File: config.mk
export PLATFORM = sky130hd
export DESIGN_NAME = uart_prog_loader
export DESIGN_NICKNAME = d
export VERILOG_FILES = /design/src/rtl/uart_prog_loader.sv
export SDC_FILE = /design/constraint.sdc
export NUM_CORES = 1
export LEC_CHECK = 0
export CAP_MARGIN = 20
export CORE_UTILIZATION = 58
export CTS_BUF_LIST = sky130_fd_sc_hd__clkbuf_4
export DETAILED_ROUTE_END_ITERATION = 16
export PLACE_DENSITY = 0.82
export SYNTH_ARGS = -nofsm -noshare
export SYNTH_HDL_FRONTEND = slang
export SYNTH_SLANG_ARGS = --single-unit
File: constraint.sdc
create_clock -name clock -period 2.2 [get_ports clock]
set_input_delay 0.33 -clock clock [delete_from_list [all_inputs] [get_ports clock]]
set_output_delay 0.33 -clock clock [all_outputs]
set_load 0.02 [all_outputs]
File: src/rtl/uart_prog_loader.sv
// UART (8N1) boot loader: assembles little-endian 32-bit words from the serial line,
// writes them into instruction memory and holds the CPU in reset while loading.
module uart_prog_loader #(
  parameter int unsigned CLKS_PER_BIT = 2604,
  parameter int unsigned ADDR_W       = 14
) (
  input  logic              clock,
  input  logic              reset,
  input  logic              start_load,
  input  logic              rx,
  output logic              prog_we,
  output logic [ADDR_W-1:0] prog_addr,
  output logic [31:0]       prog_wdata,
  output logic              cpu_hold,
  output logic              done,
  output logic              frame_err
);

  localparam int unsigned BAUD_W = (CLKS_PER_BIT > 1) ? $clog2(CLKS_PER_BIT) : 1;
  localparam logic [BAUD_W-1:0] BAUD_LAST = BAUD_W'(CLKS_PER_BIT - 1);
  localparam logic [BAUD_W-1:0] BAUD_HALF = BAUD_W'(CLKS_PER_BIT / 2 - 1);

  typedef enum logic [1:0] {IDLE, LOAD, DONE} top_state_t;
  typedef enum logic [1:0] {RX_IDLE, RX_START, RX_DATA, RX_STOP} rx_state_t;

  top_state_t        top_q, top_d;
  rx_state_t         rx_q, rx_d;
  logic              rx_meta, rxs;
  logic [BAUD_W-1:0] baud_q;
  logic [2:0]        bit_q;
  logic [7:0]        shift_q;
  logic [1:0]        byte_cnt_q;
  logic [23:0]       word_q;

  logic        baud_half, baud_last, stop_sample, byte_ok, byte_bad;
  logic        word_ready, is_term, last_write, start_req;
  logic [31:0] word_full;

  always_comb begin
    baud_half   = (baud_q == BAUD_HALF);
    baud_last   = (baud_q == BAUD_LAST);
    stop_sample = (rx_q == RX_STOP) && baud_last;
    byte_ok     = stop_sample && rxs;
    byte_bad    = stop_sample && !rxs;
    word_full   = {shift_q, word_q};
    word_ready  = byte_ok && (byte_cnt_q == 2'd3);
    is_term     = word_ready && (word_full == 32'hFFFF_FFFF);
    last_write  = prog_we && (prog_addr == {ADDR_W{1'b1}});
    start_req   = ((top_q == IDLE) || (top_q == DONE)) && start_load;
  end

  // Top-level load sequencing
  always_comb begin
    top_d = top_q;
    case (top_q)
      IDLE, DONE: if (start_load) top_d = LOAD;
      LOAD:       if (is_term || last_write) top_d = DONE;
      default:    top_d = IDLE;
    endcase
  end

  // Receiver sequencing; parked in RX_IDLE outside of LOAD
  always_comb begin
    rx_d = rx_q;
    if (top_q != LOAD) begin
      rx_d = RX_IDLE;
    end else begin
      case (rx_q)
        RX_IDLE:  if (!rxs) rx_d = RX_START;
        RX_START: if (baud_half) rx_d = rxs ? RX_IDLE : RX_DATA;
        RX_DATA:  if (baud_last && (bit_q == 3'd7)) rx_d = RX_STOP;
        RX_STOP:  if (baud_last) rx_d = RX_IDLE;
        default:  rx_d = RX_IDLE;
      endcase
    end
  end

  always_ff @(posedge clock or negedge reset) begin
    if (!reset) begin
      top_q <= IDLE;
      rx_q  <= RX_IDLE;
    end else begin
      top_q <= top_d;
      rx_q  <= rx_d;
    end
  end

  // rx synchronizer, baud/bit counters and byte shifter
  always_ff @(posedge clock or negedge reset) begin
    if (!reset) begin
      rx_meta <= 1'b1;
      rxs     <= 1'b1;
      baud_q  <= '0;
      bit_q   <= '0;
      shift_q <= '0;
    end else begin
      rx_meta <= rx;
      rxs     <= rx_meta;
      if ((rx_q == RX_IDLE) || (rx_d != rx_q) || baud_last) baud_q <= '0;
      else                                                  baud_q <= baud_q + BAUD_W'(1);
      if (rx_q != RX_DATA) begin
        bit_q <= '0;
      end else if (baud_last) begin
        bit_q   <= bit_q + 3'd1;
        shift_q <= {rxs, shift_q[7:1]};
      end
    end
  end

  // Word assembly, write strobe and status outputs
  always_ff @(posedge clock or negedge reset) begin
    if (!reset) begin
      prog_we    <= 1'b0;
      prog_addr  <= '0;
      prog_wdata <= '0;
      cpu_hold   <= 1'b0;
      done       <= 1'b0;
      frame_err  <= 1'b0;
      byte_cnt_q <= '0;
      word_q     <= '0;
    end else begin
      prog_we  <= 1'b0;
      cpu_hold <= (top_d == LOAD);
      done     <= (top_d == DONE);
      if (start_req) begin
        prog_addr  <= '0;
        byte_cnt_q <= '0;
        word_q     <= '0;
        frame_err  <= 1'b0;
      end else if (top_q == LOAD) begin
        if (byte_bad) frame_err <= 1'b1;
        if (prog_we) prog_addr <= prog_addr + ADDR_W'(1);
        if (byte_ok) begin
          byte_cnt_q <= byte_cnt_q + 2'd1;
          case (byte_cnt_q)
            2'd0:    word_q[7:0]   <= shift_q;
            2'd1:    word_q[15:8]  <= shift_q;
            2'd2:    word_q[23:16] <= shift_q;
            default: word_q        <= word_q;
          endcase
          if (word_ready && !is_term) begin
            prog_we    <= 1'b1;
            prog_wdata <= word_full;
          end
        end
      end
    end
  end

endmodule
==> results.yml <==
routing:
  drt_iter0_drc: 145
  vias: 3463
  via_per_inst: 5.830
  drt-total-wl_mm: 9.621
  dr.pass1.iters: 5
  ant_nets: 0
  wl_per_cell_um: 16.20
  drcViolationCount: 0
clocking:
  cts_root_buf: "clkbuf_4"
  post_cts_buffers: 0
  path_clk_slew_ns: 0.16
  htreeDepth: 3
  cts_num_sinks: 105
  cts_tree: "yes"
  cts_made_buffers: 9
  clk_path_buf_depth: 2
  insertion_delay_ns: 0.46
finish:
  antenna_cells: 0
  nets: 498
  fillers: 605
  syn_to_final_growth_pct: 16.00
  design_area_sq_um: 5633
  layout.cells.non_filler: 594
  drive_gt1_share_pct: 18.40
timing:
  holdWs_ns: 0.2699
  rsz0062_at_grt: "no"
  finalMaxSlewViolations: 0
  skew_ns: 0.02082
  setup_tns_ns: 0
  finalHoldViolations: 0
  finalSetupViolCount: 0
  fmax_ghz: 0.4796
  finalCritPeriodShare_pct: 94.77
  min_period_ns: 2.085
  slew_headroom_pct: 62.07
  worst_pin_slew_ns: 0.5637
floorplan:
  die_y_um: 93.50
  start_util_pct: 59.40
  rows: 33
  boundaryPins: 54
  core_area_sq_um: 8175
  die-area_sq_um: 8742
  die_x_um: 93.50
critical_path:
  worstSetupPathType: "register to register"
  r2r-start: "word_q[15]"
  path_max_fanout: 14
  worst-r2r-cell-count: 5
  cp-end-kind: "register"
  critPathLaunchType: "register"
  rrSetupSlack_ns: 0.12
  required_ns: 2.57
  arrival_ns: 2.45
  timing.rr.end: "prog_wdata[13]"
min_path:
  min_from: "rx"
  holdPathStages: 1
  hp-class: "input pin to register"
  hold_end: "rx_meta"
synth:
  synthFlopType: "dfrtp_1"
  yosysTopAreaCell: "dfrtp_1"
  yosysMostFrequentCell: "dfrtp_1"
  ys_types: 41
  syn-mean-instance-area_sq_um: 11.48
  synth-seq-cells: 105
  synth_edf_count: 0
  synthesis.nets: 436
  netlist_area_sq_um: 4856
  ys_warn_count: 0
  synthTopCellsByCount: "dfrtp_1, nand2_1, a21oi_1"
  yosysTopAreaCellShare_pct: 53.08
  synth_seq_area_share_pct: 54.16
  synthArstFlopShare_pct: 100.0
  netlist_instances: 423
  ys_top_cells_by_area: "dfrtp_1, mux2_4, nand2_1"
grt:
  grt_max_degree: 43
  antenna_found_initial: 0
  grt_pass1_vias: 3365
  grt_pass1_wl_mm: 16.28
  gr-total-overflow: 0
  grt_use_total_pct: 23.93
place:
  dp_cells: 578
  gp_congestion: 0.8691
  placed_area_sq_um: 5502
  port_buffers: 53
  dp_hpwl_mm: 6.898
power:
  p_leak_nw: 2.586
  clockPowerShare_pct: 27.3
  power.share.switching_pct: 27.86
  p_sw_mw: 0.9097
  pwr-share-seq_pct: 63.6
  internal_power_mw: 2.356
  p_comb_share_pct: 9.1
  power_density_nw_per_um2: 579.8
  power_mw: 3.266
  worst_ir_drop_vdd_uv: 473.6
flow_run:
  maxCapViolCount: 0
outcome:
  status: "finished, final reports clean"
what timing repair did:
item / 4_1_cts / 5_1_grt
endpoints found under the hold margin: 38 / 0
setup endpoints to repair: 0 / 16
gates resized for setup: 0 / 0
hold buffers: 1 / 0
layout make-up:
type | count | area, sq um | area share [%]
repair buffers | 66 | 653.1 | 11.59
clock inverters | 6 | 53.80 | 0.9551
well taps | 105 | 131.4 | 2.332
inverters | 7 | 26.28 | 0.4665
flip-flops and latches | 105 | 2630 | 46.69
clock buffers | 9 | 67.56 | 1.199
multi-input cells | 296 | 2071 | 36.76
cell families (layout without fill, tap and decap cells):
group,after synthesis,after routing,synth area share (%)
DFF,105,105,54.16
muxes,44,44,12.45
and+or+nand+nor,176,176,18.73
buffers and inverters,22,88,3.247
adders and majority gates,9,9,2.319
AOI/OAI and AO/OA,47,47,5.488
xor gates and xnor gates,20,20,3.607
worst max path at each step:
stage                     from             end  slack, ns  cells past startpoint
finish              word_q[15]  prog_wdata[13]       0.12                      5
detailed placement  word_q[15]  prog_wdata[13]       0.12                      5
CTS                 word_q[15]  prog_wdata[13]        0.1                      5
global placement    word_q[15]   prog_wdata[6]       0.19                      5
global route        word_q[15]  prog_wdata[10]       0.01                      5
floorplan            baud_q[0]       baud_q[7]       0.37                      7
critical path, cell delays in order (launching register included):
cell     delay, ns
dfrtp_1       0.45
nand4_1       0.13
nor4_1        0.55
a31o_4        0.26
buf_4         0.27
mux2_4        0.34
state kept, by name, indices dropped and copies added, names as in the netlist, 2 cells and up:
name and flops:
shift_q 8, baud_q 12, prog_wdata 32, prog_addr 14
rx_q 2, byte_cnt_q 2, bit_q 3, word_q 24
top_q 2
cell usage in the layout, fill, tap and decap left out, types with 2 or more instances in the layout:
cell type        instances
a21oi_1                 33
and2_1                   2
and3_1                   7
buf_12                   2
buf_4                   11
clkbuf_4                 9
clkdlybuf4s50_1         52
clkinv_4                 4
dfrtp_1                103
dfstp_2                  2
ha_1                     9
inv_1                    7
mux2_2                  11
mux2_4                  30
mux2i_1                  3
nand2_1                 69
nand2b_1                 2
nand3_1                 13
nand4_1                 23
nor2_1                  27
nor2_2                  10
nor2b_1                  3
nor4_1                   3
nor4_4                   2
nor4bb_1                 2
o211ai_1                 2
o21ai_0                  9
or3_1                    4
xnor2_1                  4
xor2_1                  16
power by group through the flow:
stage          Combinational [mW]  Sequential (mW)  Clock [mW]
3_5_place_dp                0.298             2.11           0
4_1_cts                     0.301             2.08       0.928
2_1_floorplan               0.190             2.10           0
3_3_place_gp                0.286             2.11           0
5_1_grt                     0.334             2.09        1.00
6_report                    0.296             2.08       0.893
through the flow:
step	setup WS, ns	util [%]
2_1_floorplan	0.3693	-
3_3_place_gp	0.1908	67.29
3_5_place_dp	0.1182	67.29
4_1_cts	0.09643	68.90
5_1_grt	0.01433	68.90
6_report	0.1151	68.90
per-layer routing:
layer | GRT usage (%) | vias to the layer above | routed length (um)
li1 | - | 1594 | -
met1 | 31.12 | 1729 | 4105
met2 | 40.07 | 117 | 4833
met3 | 5.285 | 23 | 518
met4 | 7.308 | 0 | 163
met5 | 0 | - | 0
No activity file was read; power rests on OpenSTA's default activity.
